**src/rtl/fp_mul_if.sv**
```systemverilog
// Start/done handshake and operand/result bus of the sequential binary32 multiplier.
interface fp_mul_if;
    logic        i_valid;
    logic [31:0] i_a;
    logic [31:0] i_b;
    logic        o_valid;
    logic [31:0] o_result;

    modport master (
        output i_valid, i_a, i_b,
        input  o_valid, o_result
    );

    modport slave (
        input  i_valid, i_a, i_b,
        output o_valid, o_result
    );
endinterface

```
**src/rtl/fp_mul.sv**
```systemverilog
// Sequential binary32 multiplier: radix-2 shift-and-add mantissa product over
// 24 cycles, one normalize cycle, truncating result held until the next start.
module fp_mul (
    input  logic     i_clk,
    input  logic     i_rst_n,
    fp_mul_if.slave  bus
);
    typedef enum logic [1:0] {IDLE, CALC, NORM, DONE} state_t;

    state_t      state, state_nxt;
    logic [4:0]  cnt;
    logic [47:0] acc;
    logic [23:0] mcand;
    logic [23:0] mplier;
    logic        sign;
    logic [7:0]  ea;
    logic [7:0]  eb;
    logic        b_frac_nz;
    logic [31:0] result_q;

    logic        start;
    logic [24:0] add_sum;
    logic [47:0] acc_nxt;

    // Exponent arithmetic, normalization, truncation and special-case resolution.
    function automatic logic [31:0] norm_result(
        input logic        s,
        input logic [7:0]  xa,
        input logic [7:0]  xb,
        input logic        fa_nz,
        input logic        fb_nz,
        input logic [47:0] p
    );
        logic signed [9:0] e;
        logic [22:0]       frac;
        logic              nan_a, nan_b, inf_a, inf_b, zero_a, zero_b;
        nan_a  = (xa == 8'hFF) && fa_nz;
        nan_b  = (xb == 8'hFF) && fb_nz;
        inf_a  = (xa == 8'hFF) && !fa_nz;
        inf_b  = (xb == 8'hFF) && !fb_nz;
        zero_a = (xa == 8'h00);
        zero_b = (xb == 8'h00);
        e = $signed({2'b00, xa}) + $signed({2'b00, xb}) - 10'sd127;
        if (p[47]) begin
            frac = p[46:24];
            e    = e + 10'sd1;
        end else begin
            frac = p[45:23];
        end
        if (nan_a || nan_b)
            norm_result = 32'h7FC0_0000;
        else if ((inf_a && zero_b) || (inf_b && zero_a))
            norm_result = 32'h7FC0_0000;
        else if (inf_a || inf_b)
            norm_result = {s, 8'hFF, 23'd0};
        else if (zero_a || zero_b)
            norm_result = {s, 8'h00, 23'd0};
        else if (e >= 10'sd255)
            norm_result = {s, 8'hFF, 23'd0};
        else if (e <= 10'sd0)
            norm_result = {s, 8'h00, 23'd0};
        else
            norm_result = {s, e[7:0], frac};
    endfunction

    assign start = bus.i_valid && ((state == IDLE) || (state == DONE));

    // One shift-and-add step: conditional add into the upper half, then shift {carry, acc} right.
    always_comb begin
        add_sum = {1'b0, acc[47:24]} + (mplier[0] ? {1'b0, mcand} : 25'd0);
        acc_nxt = {add_sum, acc[23:1]};
    end

    // Next-state logic; i_valid is ignored while an operation is in flight.
    always_comb begin
        state_nxt = IDLE;
        case (state)
            IDLE:    state_nxt = bus.i_valid ? CALC : IDLE;
            CALC:    state_nxt = (cnt == 5'd23) ? NORM : CALC;
            NORM:    state_nxt = DONE;
            DONE:    state_nxt = bus.i_valid ? CALC : DONE;
            default: state_nxt = IDLE;
        endcase
    end

    // State register.
    always_ff @(posedge i_clk or negedge i_rst_n) begin
        if (!i_rst_n) state <= IDLE;
        else          state <= state_nxt;
    end

    // Counter, accumulator and held result; reset abandons any operation in flight.
    always_ff @(posedge i_clk or negedge i_rst_n) begin
        if (!i_rst_n) begin
            cnt      <= 5'd0;
            acc      <= 48'd0;
            result_q <= 32'd0;
        end else if (start) begin
            cnt <= 5'd0;
            acc <= 48'd0;
        end else if (state == CALC) begin
            cnt <= cnt + 5'd1;
            acc <= acc_nxt;
        end else if (state == NORM) begin
            result_q <= norm_result(sign, ea, eb, (mcand[22:0] != 23'd0), b_frac_nz, acc);
        end
    end

    // Operand capture at start and multiplier shift during CALC.
    always_ff @(posedge i_clk) begin
        if (start) begin
            sign      <= bus.i_a[31] ^ bus.i_b[31];
            ea        <= bus.i_a[30:23];
            eb        <= bus.i_b[30:23];
            b_frac_nz <= (bus.i_b[22:0] != 23'd0);
            mcand     <= {1'b1, bus.i_a[22:0]};
            mplier    <= {1'b1, bus.i_b[22:0]};
        end else if (state == CALC) begin
            mplier <= {1'b0, mplier[23:1]};
        end
    end

    assign bus.o_valid  = (state == DONE);
    assign bus.o_result = result_q;
endmodule

```
**src/flat_wrapper.sv**
```systemverilog
// flat-port wrapper written by rule: the top's interface ports become plain ports
module fp_mul_flat 
  (i_clk, i_rst_n, bus_i_valid, bus_i_a, bus_i_b, bus_o_valid, bus_o_result);
  fp_mul_if bus_i ();
  input  logic i_clk;
  input  logic i_rst_n;
  input wire logic [$bits(bus_i.i_valid)-1:0] bus_i_valid;
  input wire logic [$bits(bus_i.i_a)-1:0] bus_i_a;
  input wire logic [$bits(bus_i.i_b)-1:0] bus_i_b;
  output wire logic [$bits(bus_i.o_valid)-1:0] bus_o_valid;
  output wire logic [$bits(bus_i.o_result)-1:0] bus_o_result;
  assign bus_i.i_valid = bus_i_valid;
  assign bus_i.i_a = bus_i_a;
  assign bus_i.i_b = bus_i_b;
  assign bus_o_valid = bus_i.o_valid;
  assign bus_o_result = bus_i.o_result;
  fp_mul u_core (.i_clk(i_clk), .i_rst_n(i_rst_n), .bus(bus_i));
endmodule
```
**config.mk**
```make
export PLATFORM = sky130hd
export DESIGN_NAME = fp_mul_flat
export DESIGN_NICKNAME = d
export VERILOG_FILES = /design/src/rtl/fp_mul_if.sv /design/src/rtl/fp_mul.sv /design/src/flat_wrapper.sv
export SDC_FILE = /design/constraint.sdc
export NUM_CORES = 1
export LEC_CHECK = 0
export ABC_AREA = 1
export CAP_MARGIN = 5
export CORE_MARGIN = 1.5
export CORE_UTILIZATION = 51
export CTS_CLUSTER_DIAMETER = 120
export CTS_CLUSTER_SIZE = 20
export DETAILED_ROUTE_END_ITERATION = 16
export GPL_TIMING_DRIVEN = 0
export PLACE_DENSITY_LB_ADDON = 0.1
export SLEW_MARGIN = 20
export SYNTH_ARGS = -nofsm -noshare
export SYNTH_HDL_FRONTEND = slang
export SYNTH_SLANG_ARGS = --single-unit
```
**constraint.sdc**
```tcl
create_clock -name i_clk -period 2.77 [get_ports i_clk]
set_input_delay 0.277 -clock i_clk [delete_from_list [all_inputs] [get_ports i_clk]]
set_output_delay 0.277 -clock i_clk [all_outputs]
set_load 0.005 [all_outputs]
```
==> reports/metrics.csv <==
stage,metric,value,unit
status,outcome,"complete, but fails checks",
status,violations,negative setup slack,
critical_path,crit_slowest_cell,fa_1,
synthesis,ys_seq_area_share,45.31,%
drt,drtAntennaViolNets,0,
sta,worst_slack,-402.5,ps
synthesis,ys_warn_count,0,
grt,gr-total-overflow,0,
power_and_ir_drop,clkPwrFrac,21.6,%
critical_path,crit_chain,"ha_2, inv_2, fa_1, inv_2, ha_4, nand2_2, nand3b_1, nand3b_1, nor2_2, nand2_2, nor2_1, nand3_1, nand2_2, buf_6, nor2_4, nor3_4, buf_6, nand3_2, nand2_1",
grt,grt_usage,25.43,%
power_and_ir_drop,powerDensity,976.3,nW/um2
critical_path,worst-path-buf-inv,4,
clock_tree,htreeDepth,4,
power_and_ir_drop,seqPwrFrac,29.4,%
finish,num_antenna_cells,0,
sta,hold_viol,0,
placement,place_congestion,0.9205,
sta,slew_headroom,54.85,%
critical_path,cp-start-kind,register,
finish,area_growth,33.42,%
power_and_ir_drop,intPower,5.835,mW
critical_path,crit_arrival,3530,ps
critical_path,required,3130,ps
sta,fin_setup_tns,-11010,ps
clock_tree,clock_path_buffers,2,
drt,routedWlPerCell,14.64,um
drt,drtIter0Drc,456,
floorplanning,fp.dieW,126.8,um
sta,skew,6.645,ps
drt,wl,19620,um
clock_tree,cts.clk_slew.worst_paths,60,ps
critical_path,critPathMaxFanout,5,
synthesis,synth_edf_count,64,
clock_tree,clock_latency,420,ps
power_and_ir_drop,power.leakage,4.862,nW
drt,vias,7069,
critical_path,endpoint_kind,register,
drt,drc,0,
clock_tree,cts_tree,yes,
floorplanning,initial_core_util,51.82,%
critical_path,rr_startpoint,u_core.ea[0],
floorplanning,die_height,126.8,um
synthesis,synth_top_area_cell,edfxtp_1,
grt,grt_first_pass_wirelength,32650,um
finish,post_route_cells_drive_above_1_share,17.01,%
grt,antenna_found_initial,0,
critical_path,path_common_cell,nand2_2,
placement,place_ws,-425.0,ps
drt,dr.pass1.iters,5,
synthesis,ys_ff_latch,129,
floorplanning,die_area,16080,um2
synthesis,syn_area,7820,um2
finish,stdcell_area,10430,um2
placement,place_area,9145,um2
power_and_ir_drop,combPwrFrac,49.0,%
critical_path,rrSetupSlack,-400,ps
worst_hold_path,hold_path.class,in -> async,
clock_tree,clock_sinks,129,
clock_tree,root_buffer,clkbuf_16,
power_and_ir_drop,p_total,10.19,mW
finish,fin_util,69.15,%
sta,slew_violations,0,
flow_run,drv_cap,0,
sta,tightest_slew,674.7,ps
sta,grt_setup_unrepaired,yes,
clock_tree,numCtsBuffers,17,
power_and_ir_drop,sw_frac_of_total,42.72,%
floorplanning,rows,45,
grt,grt_max_degree,34,
sta,period_share,114.5,%
power_and_ir_drop,p_switching,4.352,mW
drt,viasPerCell,5.275,
sta,finalSetupViolCount,31,
power_and_ir_drop,ir_worst_vdd,0.5732,mV
finish,final_nets,1247,
floorplanning,core,15090,um2
finish,final_common_cell,nand2_1,
critical_path,criticalPathCategory,reg -> reg,
critical_path,timing.rr.end,u_core.bus.o_result[5],
synthesis,mappedNetlistNets,1094,
synthesis,synth_area_per_cell,7.931,um2
synthesis,syn_inst,986,
critical_path,crit_family,simple AND/OR/NAND/NOR gates,
floorplanning,io_pins,100,
sta,finalCriticalPeriod,3172,ps
synthesis,synth_flop_cell,edfxtp_1,
critical_path,r2r_cells,19,
sta,fmax,315.2,MHz
critical_path,crit_path_max_incr_delay,430,ps
grt,grt_pass1_vias,6988,
synthesis,synth_top_area_share,24.58,%
placement,portBuffers,99,
placement,dp_hpwl,14220,um
critical_path,crit_start,u_core.ea[0],
synthesis,synthArstFlopShare,49.61,%
synthesis,synth_cell_types,44,
finish,final_cell_mix,"nand2_1, inv_1, clkdlybuf4s50_1",
synthesis,synth_area_leaders,"edfxtp_1, dfrtp_1, nand2_1",
-- worst reg2reg max path: stages, from the launching register on --
cell and delay (ps):
edfxtp_1 400, ha_2 210, inv_2 50, fa_1 430, inv_2 130, ha_4 140
nand2_2 50, nand3b_1 210, nand3b_1 230, nor2_2 140, nand2_2 80, nor2_1 90
nand3_1 90, nand2_2 100, buf_6 100, nor2_4 50, nor3_4 290, buf_6 170
nand3_2 70, nand2_1 70
-- synth_stat cells (9+ instances only) --
cell and number:
nand4_1 11, o22ai_1 9, ha_1 39, o21ai_2 11, nand2_2 10, clkbuf_1 19, a211oi_1 11, nor4_1 17
o21ai_0 69, dfrtp_1 64, nand3_1 58, nor2_1 73, nand2_1 262, inv_1 141, edfxtp_1 64, a21oi_1 63
-- flip-flops by register name, indices dropped and copies added, names as in the netlist --
register,count
u_core.state,2
u_core.acc,25
u_core.eb,8
u_core.cnt,5
u_core.mcand,23
u_core.ea,8
u_core.mplier,24
u_core.sign,1
u_core.bus.o_result,32
u_core.b_frac_nz,1
-- power groups by stage --
stage                     registers [mW]  clock network, mW  logic [mW]
after CTS                           2.98               2.23        4.67
after global routing                3.04               2.32        5.59
after global placement              3.01                  0        3.98
after floorplan                     2.90                  0        3.09
after detailed placement            3.01                  0        4.11
final                               2.99               2.20        4.99
-- kinds of logic (layout without fill, tap and decap cells) --
logic type | after synthesis | count (layout) | synth area share, %
flops | 129 | 129 | 45.31
compound gates | 183 | 183 | 13.42
simple gates | 458 | 458 | 25.60
xor+xnor | 3 | 3 | 0.3361
fa+ha+maj | 41 | 41 | 6.752
buf+inv | 172 | 338 | 8.576
-- worst max-delay path by stage --
stage / to / cells after the start
2_1_floorplan: u_core.bus.o_result[27] / 19
3_3_place_gp: u_core.acc[30] / 1
3_5_place_dp: u_core.bus.o_result[6] / 20
4_1_cts: u_core.bus.o_result[5] / 19
5_1_grt: u_core.bus.o_result[5] / 19
6_report: u_core.bus.o_result[5] / 19
-- area by class of cell --
cell class | instances | area [um2]
Sequential cell | 129 | 3543
Clock buffer | 20 | 436.7
Buffer | 23 | 117.6
Timing Repair Buffer | 135 | 1364
Tap cell | 188 | 235.2
Fill cell | 1223 | 4656
Clock inverter | 12 | 135.1
Inverter | 148 | 570.5
Multi-Input combinational cell | 685 | 4031
-- routing by layer --
layer	track usage [%]	share of wire (%)	up-vias
li1	-	-	3581
met1	34.07	46	3244
met2	41.85	47	213
met3	4.766	5.0	31
met4	8.422	1.9	0
met5	0	0	-
-- what timing repair did --
item / 4_1_cts / 5_1_grt
buffers inserted: 25 / 5
pin swaps: 37 / 29
endpoints found under the hold margin: 32 / 0
hold buffers: 1 / 0
gates cloned: 3 / 0
endpoints found under the setup margin: 35 / 41
gates resized for setup: 57 / 62
-- through the flow --
step                std cells  hold WS, ps
global route             1340        399.3
global placement         1273        449.8
floorplan                 986       -18.59
detailed placement       1276        240.1
CTS                      1336        335.5
finish                   1340        347.4
Note: power is estimated with default switching activity, not from simulation.
